==> config.mk <==
export PLATFORM = sky130hd
export DESIGN_NAME = crop_video_ctrl_flat
export DESIGN_NICKNAME = d
export VERILOG_FILES = /design/src/rtl/crop_video_ctrl_pkg.sv /design/src/rtl/crop_video_ctrl_if.sv /design/src/rtl/crop_video_frame_tracker.sv /design/src/rtl/crop_video_ctrl.sv /design/src/flat_wrapper.sv
export SDC_FILE = /design/constraint.sdc
export NUM_CORES = 1
export LEC_CHECK = 0
export ABC_AREA = 1
export CAP_MARGIN = 30
export CORE_UTILIZATION = 25
export CTS_CLUSTER_DIAMETER = 50
export DETAILED_ROUTE_END_ITERATION = 10
export HOLD_SLACK_MARGIN = 0.02
export MAX_ROUTING_LAYER = met4
export SLEW_MARGIN = 15
export SYNTH_ARGS = -nofsm -noshare
export SYNTH_HDL_FRONTEND = slang
export SYNTH_SLANG_ARGS = --single-unit
==> constraint.sdc <==
create_clock -name clk -period 10.02 [get_ports clk]
set_clock_uncertainty 0.15 [all_clocks]
set_input_delay 1.503 -clock clk [delete_from_list [all_inputs] [get_ports clk]]
set_output_delay 1.503 -clock clk [all_outputs]
set_load 0.02 [all_outputs]
==> src/rtl/crop_video_ctrl_pkg.sv <==
// Register map, window type and window validation for the crop_video controller.
package crop_video_ctrl_pkg;

  localparam int CV_COORD_W = 12;
  localparam int CV_FCNT_W  = 16;

  localparam logic [2:0] ADDR_X0     = 3'd0;
  localparam logic [2:0] ADDR_Y0     = 3'd1;
  localparam logic [2:0] ADDR_W      = 3'd2;
  localparam logic [2:0] ADDR_H      = 3'd3;
  localparam logic [2:0] ADDR_IMG_W  = 3'd4;
  localparam logic [2:0] ADDR_IMG_H  = 3'd5;
  localparam logic [2:0] ADDR_CTRL   = 3'd6;
  localparam logic [2:0] ADDR_COMMIT = 3'd7;

  typedef struct packed {
    logic [CV_COORD_W-1:0] x0;
    logic [CV_COORD_W-1:0] y0;
    logic [CV_COORD_W-1:0] w;
    logic [CV_COORD_W-1:0] h;
    logic [CV_COORD_W-1:0] img_w;
    logic [CV_COORD_W-1:0] img_h;
  } crop_win_t;

  typedef enum logic {
    ST_IDLE = 1'b0,
    ST_RUN  = 1'b1
  } ctrl_state_e;

  // One extra bit on the sums so x0+w cannot wrap past the image edge.
  function automatic logic win_valid(input crop_win_t win);
    logic [CV_COORD_W:0] x_end;
    logic [CV_COORD_W:0] y_end;
    x_end = {1'b0, win.x0} + {1'b0, win.w};
    y_end = {1'b0, win.y0} + {1'b0, win.h};
    return (win.w != '0) && (win.h != '0) &&
           (x_end <= {1'b0, win.img_w}) && (y_end <= {1'b0, win.img_h});
  endfunction

endpackage

==> src/rtl/crop_video_ctrl_if.sv <==
// Config-agent write port plus the snooped AXI-Stream input handshake.
interface crop_video_ctrl_if #(
  parameter int COORD_W = 12
);
  logic               cfg_valid;
  logic               cfg_ready;
  logic [2:0]         cfg_addr;
  logic [COORD_W-1:0] cfg_wdata;
  logic               mon_valid;
  logic               mon_ready;
  logic               mon_user;
  logic               mon_last;

  modport master (
    output cfg_valid, cfg_addr, cfg_wdata,
    output mon_valid, mon_ready, mon_user, mon_last,
    input  cfg_ready
  );

  modport slave (
    input  cfg_valid, cfg_addr, cfg_wdata,
    input  mon_valid, mon_ready, mon_user, mon_last,
    output cfg_ready
  );
endinterface

==> src/rtl/crop_video_frame_tracker.sv <==
// Follows frame position from AXIS beats; flags end of frame and SOF arriving mid-frame.
module crop_video_frame_tracker #(
  parameter int COORD_W = 12
) (
  input  logic               clk,
  input  logic               rst,
  input  logic               mon_valid_i,
  input  logic               mon_ready_i,
  input  logic               mon_user_i,
  input  logic               mon_last_i,
  input  logic [COORD_W-1:0] img_h_i,
  output logic               eof_beat_o,
  output logic               in_frame_o,
  output logic               sync_err_o
);

  logic               in_frame_q, in_frame_d;
  logic               sync_err_q, sync_err_d;
  logic [COORD_W-1:0] pix_cnt_q, pix_cnt_d;
  logic [COORD_W-1:0] line_cnt_q, line_cnt_d;
  logic               beat, sof_beat;
  logic [COORD_W-1:0] line_base;

  assign beat     = mon_valid_i & mon_ready_i;
  assign sof_beat = beat & mon_user_i;
  // An SOF beat restarts the line count before its own EOL is considered.
  assign line_base  = sof_beat ? '0 : line_cnt_q;
  assign eof_beat_o = beat & mon_last_i & (img_h_i != '0) &
                      (line_base == img_h_i - COORD_W'(1));

  always_comb begin
    in_frame_d = in_frame_q;
    sync_err_d = sync_err_q;
    pix_cnt_d  = pix_cnt_q;
    line_cnt_d = line_cnt_q;
    if (sof_beat) begin
      sync_err_d = sync_err_q | in_frame_q | (pix_cnt_q != '0);
      in_frame_d = 1'b1;
    end
    if (beat) begin
      if (mon_last_i) begin
        pix_cnt_d = '0;
        if (eof_beat_o) begin
          in_frame_d = 1'b0;
          line_cnt_d = '0;
        end else begin
          line_cnt_d = line_base + COORD_W'(1);
        end
      end else begin
        pix_cnt_d = sof_beat ? COORD_W'(1) : pix_cnt_q + COORD_W'(1);
      end
    end
  end

  always_ff @(posedge clk or posedge rst) begin
    if (rst) begin
      in_frame_q <= 1'b0;
      sync_err_q <= 1'b0;
      pix_cnt_q  <= '0;
      line_cnt_q <= '0;
    end else begin
      in_frame_q <= in_frame_d;
      sync_err_q <= sync_err_d;
      pix_cnt_q  <= pix_cnt_d;
      line_cnt_q <= line_cnt_d;
    end
  end

  assign in_frame_o = in_frame_q;
  assign sync_err_o = sync_err_q;

endmodule

==> src/rtl/crop_video_ctrl.sv <==
// Shadow/active crop window registers; new windows reach the datapath only on frame boundaries.
// state   | meaning
// ST_IDLE | nothing applied yet, no frame geometry: a commit applies at once
// ST_RUN  | window active: a commit waits until between frames or the EOF beat
module crop_video_ctrl
  import crop_video_ctrl_pkg::*;
#(
  parameter int COORD_W = CV_COORD_W,
  parameter int FCNT_W  = CV_FCNT_W
) (
  input  logic               clk,
  input  logic               rst,
  crop_video_ctrl_if.slave   bus,
  output logic [COORD_W-1:0] crop_x0_o,
  output logic [COORD_W-1:0] crop_y0_o,
  output logic [COORD_W-1:0] crop_w_o,
  output logic [COORD_W-1:0] crop_h_o,
  output logic               crop_en_o,
  output logic               commit_pending_o,
  output logic               cfg_err_o,
  output logic               sync_err_o,
  output logic [FCNT_W-1:0]  frame_cnt_o
);

  ctrl_state_e       state_q, state_d;
  crop_win_t         shadow_q, shadow_d;
  crop_win_t         active_q, active_d;
  logic              shadow_en_q, shadow_en_d;
  logic              crop_en_q, crop_en_d;
  logic              pending_q, pending_d;
  logic              cfg_err_q, cfg_err_d;
  logic [FCNT_W-1:0] frame_cnt_q, frame_cnt_d;

  logic cfg_hs, apply, eof_beat, in_frame;

  crop_video_frame_tracker #(.COORD_W(COORD_W)) u_tracker (
    .clk         (clk),
    .rst         (rst),
    .mon_valid_i (bus.mon_valid),
    .mon_ready_i (bus.mon_ready),
    .mon_user_i  (bus.mon_user),
    .mon_last_i  (bus.mon_last),
    .img_h_i     (active_q.img_h),
    .eof_beat_o  (eof_beat),
    .in_frame_o  (in_frame),
    .sync_err_o  (sync_err_o)
  );

  assign bus.cfg_ready = ~pending_q;
  assign cfg_hs        = bus.cfg_valid & ~pending_q;
  assign apply         = pending_q & ((state_q == ST_IDLE) | ~in_frame | eof_beat);

  always_comb begin
    state_d     = state_q;
    shadow_d    = shadow_q;
    shadow_en_d = shadow_en_q;
    active_d    = active_q;
    crop_en_d   = crop_en_q;
    pending_d   = pending_q;
    cfg_err_d   = cfg_err_q;
    frame_cnt_d = frame_cnt_q;

    if (cfg_hs) begin
      case (bus.cfg_addr)
        ADDR_X0:    shadow_d.x0    = bus.cfg_wdata;
        ADDR_Y0:    shadow_d.y0    = bus.cfg_wdata;
        ADDR_W:     shadow_d.w     = bus.cfg_wdata;
        ADDR_H:     shadow_d.h     = bus.cfg_wdata;
        ADDR_IMG_W: shadow_d.img_w = bus.cfg_wdata;
        ADDR_IMG_H: shadow_d.img_h = bus.cfg_wdata;
        ADDR_CTRL:  shadow_en_d    = bus.cfg_wdata[0];
        default: begin
          // A disabling commit carries no window, so there is nothing to validate.
          if (!shadow_en_q || win_valid(shadow_q)) begin
            pending_d = 1'b1;
            cfg_err_d = 1'b0;
          end else begin
            cfg_err_d = 1'b1;
          end
        end
      endcase
    end

    if (apply) begin
      if (shadow_en_q) active_d = shadow_q;
      crop_en_d   = shadow_en_q;
      pending_d   = 1'b0;
      frame_cnt_d = frame_cnt_q + FCNT_W'(1);
      state_d     = ST_RUN;
    end
  end

  always_ff @(posedge clk or posedge rst) begin
    if (rst) begin
      state_q     <= ST_IDLE;
      shadow_q    <= '0;
      shadow_en_q <= 1'b0;
      active_q    <= '0;
      crop_en_q   <= 1'b0;
      pending_q   <= 1'b0;
      cfg_err_q   <= 1'b0;
      frame_cnt_q <= '0;
    end else begin
      state_q     <= state_d;
      shadow_q    <= shadow_d;
      shadow_en_q <= shadow_en_d;
      active_q    <= active_d;
      crop_en_q   <= crop_en_d;
      pending_q   <= pending_d;
      cfg_err_q   <= cfg_err_d;
      frame_cnt_q <= frame_cnt_d;
    end
  end

  assign crop_x0_o        = active_q.x0;
  assign crop_y0_o        = active_q.y0;
  assign crop_w_o         = active_q.w;
  assign crop_h_o         = active_q.h;
  assign crop_en_o        = crop_en_q;
  assign commit_pending_o = pending_q;
  assign cfg_err_o        = cfg_err_q;
  assign frame_cnt_o      = frame_cnt_q;

endmodule
==> src/flat_wrapper.sv <==
// flat-port wrapper written by rule: the top's interface ports become plain ports
module crop_video_ctrl_flat import crop_video_ctrl_pkg::*;
#(
  parameter int COORD_W = CV_COORD_W,
  parameter int FCNT_W  = CV_FCNT_W
)
  (clk, rst, crop_x0_o, crop_y0_o, crop_w_o, crop_h_o, crop_en_o, commit_pending_o, cfg_err_o, sync_err_o, frame_cnt_o, bus_cfg_valid, bus_cfg_addr, bus_cfg_wdata, bus_mon_valid, bus_mon_ready, bus_mon_user, bus_mon_last, bus_cfg_ready);
  crop_video_ctrl_if #(.COORD_W(COORD_W)) bus_i ();
  input  logic clk;
  input  logic rst;
  output logic [COORD_W-1:0] crop_x0_o;
  output logic [COORD_W-1:0] crop_y0_o;
  output logic [COORD_W-1:0] crop_w_o;
  output logic [COORD_W-1:0] crop_h_o;
  output logic crop_en_o;
  output logic commit_pending_o;
  output logic cfg_err_o;
  output logic sync_err_o;
  output logic [FCNT_W-1:0] frame_cnt_o;
  input wire logic [$bits(bus_i.cfg_valid)-1:0] bus_cfg_valid;
  input wire logic [$bits(bus_i.cfg_addr)-1:0] bus_cfg_addr;
  input wire logic [$bits(bus_i.cfg_wdata)-1:0] bus_cfg_wdata;
  input wire logic [$bits(bus_i.mon_valid)-1:0] bus_mon_valid;
  input wire logic [$bits(bus_i.mon_ready)-1:0] bus_mon_ready;
  input wire logic [$bits(bus_i.mon_user)-1:0] bus_mon_user;
  input wire logic [$bits(bus_i.mon_last)-1:0] bus_mon_last;
  output wire logic [$bits(bus_i.cfg_ready)-1:0] bus_cfg_ready;
  assign bus_i.cfg_valid = bus_cfg_valid;
  assign bus_i.cfg_addr = bus_cfg_addr;
  assign bus_i.cfg_wdata = bus_cfg_wdata;
  assign bus_i.mon_valid = bus_mon_valid;
  assign bus_i.mon_ready = bus_mon_ready;
  assign bus_i.mon_user = bus_mon_user;
  assign bus_i.mon_last = bus_mon_last;
  assign bus_cfg_ready = bus_i.cfg_ready;
  crop_video_ctrl #(.COORD_W(COORD_W), .FCNT_W(FCNT_W)) u_core (.clk(clk), .rst(rst), .bus(bus_i), .crop_x0_o(crop_x0_o), .crop_y0_o(crop_y0_o), .crop_w_o(crop_w_o), .crop_h_o(crop_h_o), .crop_en_o(crop_en_o), .commit_pending_o(commit_pending_o), .cfg_err_o(cfg_err_o), .sync_err_o(sync_err_o), .frame_cnt_o(frame_cnt_o));
endmodule
# Word level (Yosys, flattened, before mapping)
# Cells that the tools add are included.
[totals]
reg_bits = 179
[classes]
n_addsub = 6
order_cmp = 2
eq_ne = 8
muxes = 13
bitwise_logic = 15
n_reduce_logical = 24
[op_table]
columns = ["cell", "n"]
rows = [
  ["two-way mux 12 bit", 4],
  ["nonzero test 12 bit", 4],
  ["adder 12 x 12 -> 13 bit", 2],
  ["<= comparator 13 x 12 -> 1 bit", 2],
  ["adder 12 x 1 -> 12 bit (second input constant)", 2],
  ["AND reduction 2 bit", 10],
  ["adder 16 x 1 -> 16 bit (second input constant)", 1],
  ["equality test 12 bit", 1],
  ["subtractor 12 x 1 -> 12 bit (second input constant)", 1],
  ["equality test 3 bit (second input constant)", 3],
  ["two-way mux 1 bit", 9],
  ["AND 1 bit", 7],
  ["OR reduction 7 bit", 1],
  ["equality test 3 x 2 -> 1 bit (second input constant)", 2],
  ["inverter 1 bit", 4],
  ["OR 1 bit", 4],
  ["nonzero test 2 bit", 2],
  ["equality test 3 x 1 -> 1 bit (second input constant)", 1],
  ["logical AND 1 bit", 3],
  ["logical NOT 3 bit", 1],
  ["AND reduction 3 bit", 1],
  ["!= test 2 x 1 -> 1 bit (second input constant)", 1],
  ["logical NOT 1 bit", 1],
  ["logical OR 1 bit", 1],
]

# Depth between registers and ports, before layout
[logic_depth]
ltp_word = 9
depth_mapped = 23

# Hierarchy
# From an unflattened synthesis, not the netlist that was laid out.
[unflattened]
cells_unflattened = 1195
hier_area_um2 = 9944.5
[modules_own_cells]
columns = ["module", "instances", "cells_each", "area_per_inst_um2"]
rows = [
  ["crop_video_ctrl", 1, 851, 7853.8],
  ["crop_video_frame_tracker", 1, 344, 2090.8],
]

# Least setup slack after synthesis
# No wires, ideal clock.
[synth_path]
path_kind = "input to register"
start = "input bus_mon_valid"
end = "register u_core.active_q[2] (netlist bit)"
setup_ns = 0.117
arrival_time_ns = 2.940
t_required_ns = 9.753
setup_slack_ns = 6.813
stages = 16
cell_sequence = "nand3_1 > buf_4 > nand2_2 > inv_2 > nand2_1 > nand2_1 > nand2_1 > nand2_1 > nand3_1 > nor2_2 > nand3_4 > nand2_4 > nand3_4 > buf_6 > nand2_1 > nand2_1"
[synth_via]
elab_chain_cells = 8
[synth_lines]
columns = ["element", "line_no", "source"]
rows = [
  ["from (decl)", "flat_wrapper.sv:23", "input wire logic [$bits(bus_i.mon_valid)-1:0] bus_mon_valid;"],
  ["AND 1 bit *", "crop_video_frame_tracker.sv:24", "assign beat = mon_valid_i & mon_ready_i;"],
  ["AND 1 bit", "crop_video_frame_tracker.sv:25", "assign sof_beat = beat & mon_user_i;"],
  ["two-way mux 12 bit", "crop_video_frame_tracker.sv:27", "assign line_base = sof_beat ? '0 : line_cnt_q;"],
  ["equality test 12 bit", "crop_video_frame_tracker.sv:29", "(line_base == img_h_i - COORD_W'(1));"],
  ["AND 1 bit *", "crop_video_frame_tracker.sv:28", "assign eof_beat_o = beat & mon_last_i & (img_h_i != '0) &"],
  ["OR 1 bit *", "crop_video_ctrl.sv:51", "assign apply = pending_q & ((state_q == ST_IDLE) | ~in_frame | eof_beat);"],
  ["AND 1 bit *", "crop_video_ctrl.sv:51", ""],
  ["AND reduction 2 bit (no line) *", "-", ""],
  ["to (signal assigned)", "crop_video_ctrl.sv:107", "active_q <= active_d;"],
  ["to (decl)", "crop_video_ctrl.sv:27", "crop_win_t active_q, active_d;"],
]
# Mark *: on every way between the ends. The rest lies on a longest branch, timed or not.
# A chain may end at the register's enable or synchronous reset.

# Worst setup path in the final report
[layout_path]
start = "input bus_mon_user"
end = "register u_core.active_q (netlist bit u_core.crop_y0_o[7])"
[layout_via]
elab_chain_cells = 7
[layout_lines]
columns = ["element", "line_no", "source"]
rows = [
  ["from (decl)", "flat_wrapper.sv:25", "input wire logic [$bits(bus_i.mon_user)-1:0] bus_mon_user;"],
  ["AND 1 bit", "crop_video_frame_tracker.sv:25", ""],
  ["two-way mux 12 bit", "crop_video_frame_tracker.sv:27", ""],
  ["equality test 12 bit", "crop_video_frame_tracker.sv:29", ""],
  ["AND 1 bit", "crop_video_frame_tracker.sv:28", ""],
  ["OR 1 bit", "crop_video_ctrl.sv:51", ""],
  ["AND 1 bit", "crop_video_ctrl.sv:51", ""],
  ["AND reduction 2 bit (no line)", "-", ""],
]
# No other way between the ends.

==> results by group <==
Status
  – Outcome: finished clean

Power and ir drop
  – Worst IR Drop VDD: 153.1 uV
  – Portion of total power attributed to the clock network: 0.180
  – Flop pwr share: 0.332
  – Sw Ratio: 0.4485
  – Switching power: 0.001651 W
  – Power Dens Cells: 308.6 nW/um^2
  – Static Leakage: 5.749 nW
  – Cell Int Power: 0.002030 W
  – Gate power share: 0.489
  – Overall power: 0.003680 W

STA
  – Setup Viol. Count Final: 0
  – Slew headroom: 0.3534
  – Final Max Tran Viols: 0
  – Slew @ Worst Pin: 0.9671 ns
  – Final cycle utilization of the critical path: 0.5222
  – Period minus WS final: 5.233 ns
  – Unrepaired setup endpoints after global routing: false
  – Fmax: 0.1911 GHz
  – Hold Violations, Final: 0
  – Setup TNS: 0 ns
  – Hold Slack: 0.3197 ns

Die
  – Chip Width: 204.8 um
  – Num ports: 91
  – Die area: 41950 um^2
  – Core ar.: 40190 um^2
  – # rows: 73
  – Starting Density: 0.2559
  – Die H: 204.8 um

Layout
  – Area Growth Syn to Fin: 15.98%
  – Layout cells sized above 1: 0.04801
  – Final nets: 1397
  – Final instance area: 11930 um^2
  – Utilization after layout: 0.2967
  – Ant diodes: 0

GRT
  – Vias in the first global route: 7963
  – Initial antenna violation count: 0
  – First-pass GRT wire length: 42.98 mm
  – Pin count of the biggest net entering global routing: 75
  – GRT overflow: 0
  – GRT Total Usage: 0.1368

Yosys
  – Netlist Area Pre-Place: 10280 um^2
  – Largest family of logic cells by synthesized area: simple AND/OR/NAND/NOR gates
  – XOR/XNOR Fraction of Synth Area: 0.03918
  – Synth Net Count: 1373
  – Mux contribution to synthesized area: 0
  – Synthesized area per cell: 7.934 um^2
  – Synth Flop Type: dfrtp_1
  – Synth area leaders: dfrtp_1 44%, nand2_1 15%, ha_1 6.4%
  – Compound-Gate Fraction of Synth Area: 0.07873
  – Sequential area share after synthesis: 0.4356
  – Post-synthesis simple-gate area fraction: 0.2742
  – Synth async-reset ratio: 1.000
  – Synth area leader: dfrtp_1
  – Post-Synth Adder-Cell Area: 0.06839
  – Area share of the largest cell type after synthesis: 0.4356
  – Cells after Synth: 1296
  – Number of synthesized flops with an enable pin: 0
  – Yosys warns: 0
  – Synthesized flop and latch total: 179
  – Synth cell types: 42

Placed design
  – Port Buffer Count: 90
  – Dpl cell area: 11330 um^2
  – Gpl congestion: 0.8941
  – HPWL after DPL: 20.14 mm

Worst hold path
  – HP Class: register to register

Clocking
  – Clk sink count: 179
  – CTS Root Cell: clkbuf_16
  – CTS buffer count: 17
  – CTS Hold Buffers Added: 0
  – Clk_lat worst skew: 0.45 ns
  – Clock Tree Buf Depth: 2
  – H-tree levels: 4
  – Cts repair resizes: 0
  – CTS tree: built
  – Post-CTS Setup Inserts: 0
  – Clk pin slew, worst setup/hold paths: 0.07 ns

Critical path
  – Crit path required time: 10.20 ns
  – Crit path max fanout: 62
  – Element type at the critical path start: input pin
  – R2R setup slack: 6.20 ns
  – Crit path kind: input pin to register
  – CP Data Arrival Time: 5.41 ns
  – Setup crit end kind: register

Routing
  – Antenna Nets Post-Route: 0
  – 1st-iter DRT viols: 622
  – Vias: 8371
  – Wirelength per Cell: 14.32 um
  – Pre-antenna DRT Iters: 7
  – Final WL: 26.61 mm
  – DR vias/cell: 4.505
  – Post-route DRC violation count: 0

Job
  – Max Cap Viol: 0
critical path, stage by stage:
cell,delay (ns)
clkdlybuf4s50_1,0.50
nand3_1,0.69
nand2_1,0.49
nand3_1,0.11
nand2_1,0.08
nand2_1,0.05
nor2_1,0.09
nand2_1,0.08
nor2_2,0.13
nand3_4,0.15
nand2_4,0.51
nand3_4,0.69
nand2_1,0.23
nand2_1,0.08
per-stage QoR:
step | setup slack (ns) | cells
floorplan | 3.508 | 1296
global placement | 4.410 | 1823
detailed placement | 4.339 | 1825
CTS | 4.818 | 1857
global route | 4.419 | 1858
finish | 4.787 | 1858
layout make-up:
| cell class | count | area [um^2] |
|---|---|---|
| clock inverters | 11 | 108.9 |
| inverters | 129 | 489.2 |
| fillers | 4244 | 28260 |
| multi-input cells | 897 | 4740 |
| well taps | 525 | 656.9 |
| clock buffers | 21 | 470.5 |
| flip-flops and latches | 179 | 4482 |
| repair buffers | 96 | 978.4 |
sequential cells by signal (all words and copies together), names as in the netlist, 12 cells and up:
register                     count
u_core.active_q                 12
u_core.crop_x0_o                12
u_core.crop_w_o                 12
u_core.u_tracker.line_cnt_q     12
u_core.u_tracker.pix_cnt_q      12
u_core.frame_cnt_o              16
u_core.shadow_q                 72
u_core.crop_h_o                 12
u_core.crop_y0_o                12
logic make-up (layout without fill, tap and decap cells):
| logic type | Yosys count | in the layout |
|---|---|---|
| buffers and inverters | 220 | 257 |
| DFF | 179 | 179 |
| xor gates and xnor gates | 46 | 46 |
| adders and majority gates | 55 | 55 |
| AOI/OAI and AO/OA | 150 | 150 |
| and+or+nand+nor | 646 | 646 |
path summary, 6_finish.rpt:
check / cells past startpoint / from / endpoint
worst max-delay path: 14 / bus_mon_user / u_core.crop_y0_o[7]
worst min-delay path: 2 / u_core.crop_w_o[10] / u_core.crop_w_o[10]
worst max register to register: 23 / u_core.shadow_q[24] / u_core.cfg_err_o
worst min register to register: 2 / u_core.crop_w_o[10] / u_core.crop_w_o[10]
max in group asynchronous: 5 / rst / u_core.commit_pending_o
min in group asynchronous: 2 / rst / u_core.frame_cnt_o[13]
cell usage after synthesis (all sizes together) (2+ instances only):
cell,count
xnor2,14
nand4,72
inv,128
o21bai,4
a31oi,4
o22ai,4
xor2,32
ha,53
nor3,19
o21ai,98
nand2,410
o211ai,2
dfrtp,179
nand3,46
and3,2
o21a,2
nand3b,9
fa,2
nor4,9
or2,3
nor2,74
clkbuf,25
buf,66
a21oi,30
metal layers:
metal	share of wire	track usage
met1	0.48	0.1841
met2	0.44	0.2004
met3	0.052	0.02673
met4	0.024	0.05384
met5	0	-
layout by cell type (no fill, tap or decap), types with 5 or more instances in the layout:
| master | n |
|---|---|
| inv_1 | 122 |
| nor2_1 | 70 |
| nand2_1 | 403 |
| a21oi_1 | 29 |
| clkbuf_16 | 17 |
| nor4_1 | 9 |
| nand2_2 | 6 |
| nand3b_1 | 9 |
| dfrtp_1 | 177 |
| o21ai_0 | 93 |
| nand3_1 | 44 |
| o21ai_1 | 5 |
| xor2_1 | 32 |
| inv_2 | 5 |
| nand4_1 | 72 |
| xnor2_1 | 14 |
| nor3_1 | 18 |
| inv_6 | 6 |
| clkdlybuf4s50_1 | 90 |
| ha_1 | 53 |
power by group through the flow:
stage	clock network, W	registers [W]	logic (W)
global placement	0	0.00124	0.00174
floorplan	0	0.00113	0.00141
detailed placement	0	0.00123	0.00179
global route	0.000706	0.00125	0.00208
CTS	0.000679	0.00122	0.00181
finish	0.000661	0.00122	0.00180
Note: power is estimated with default switching activity, not from simulation.
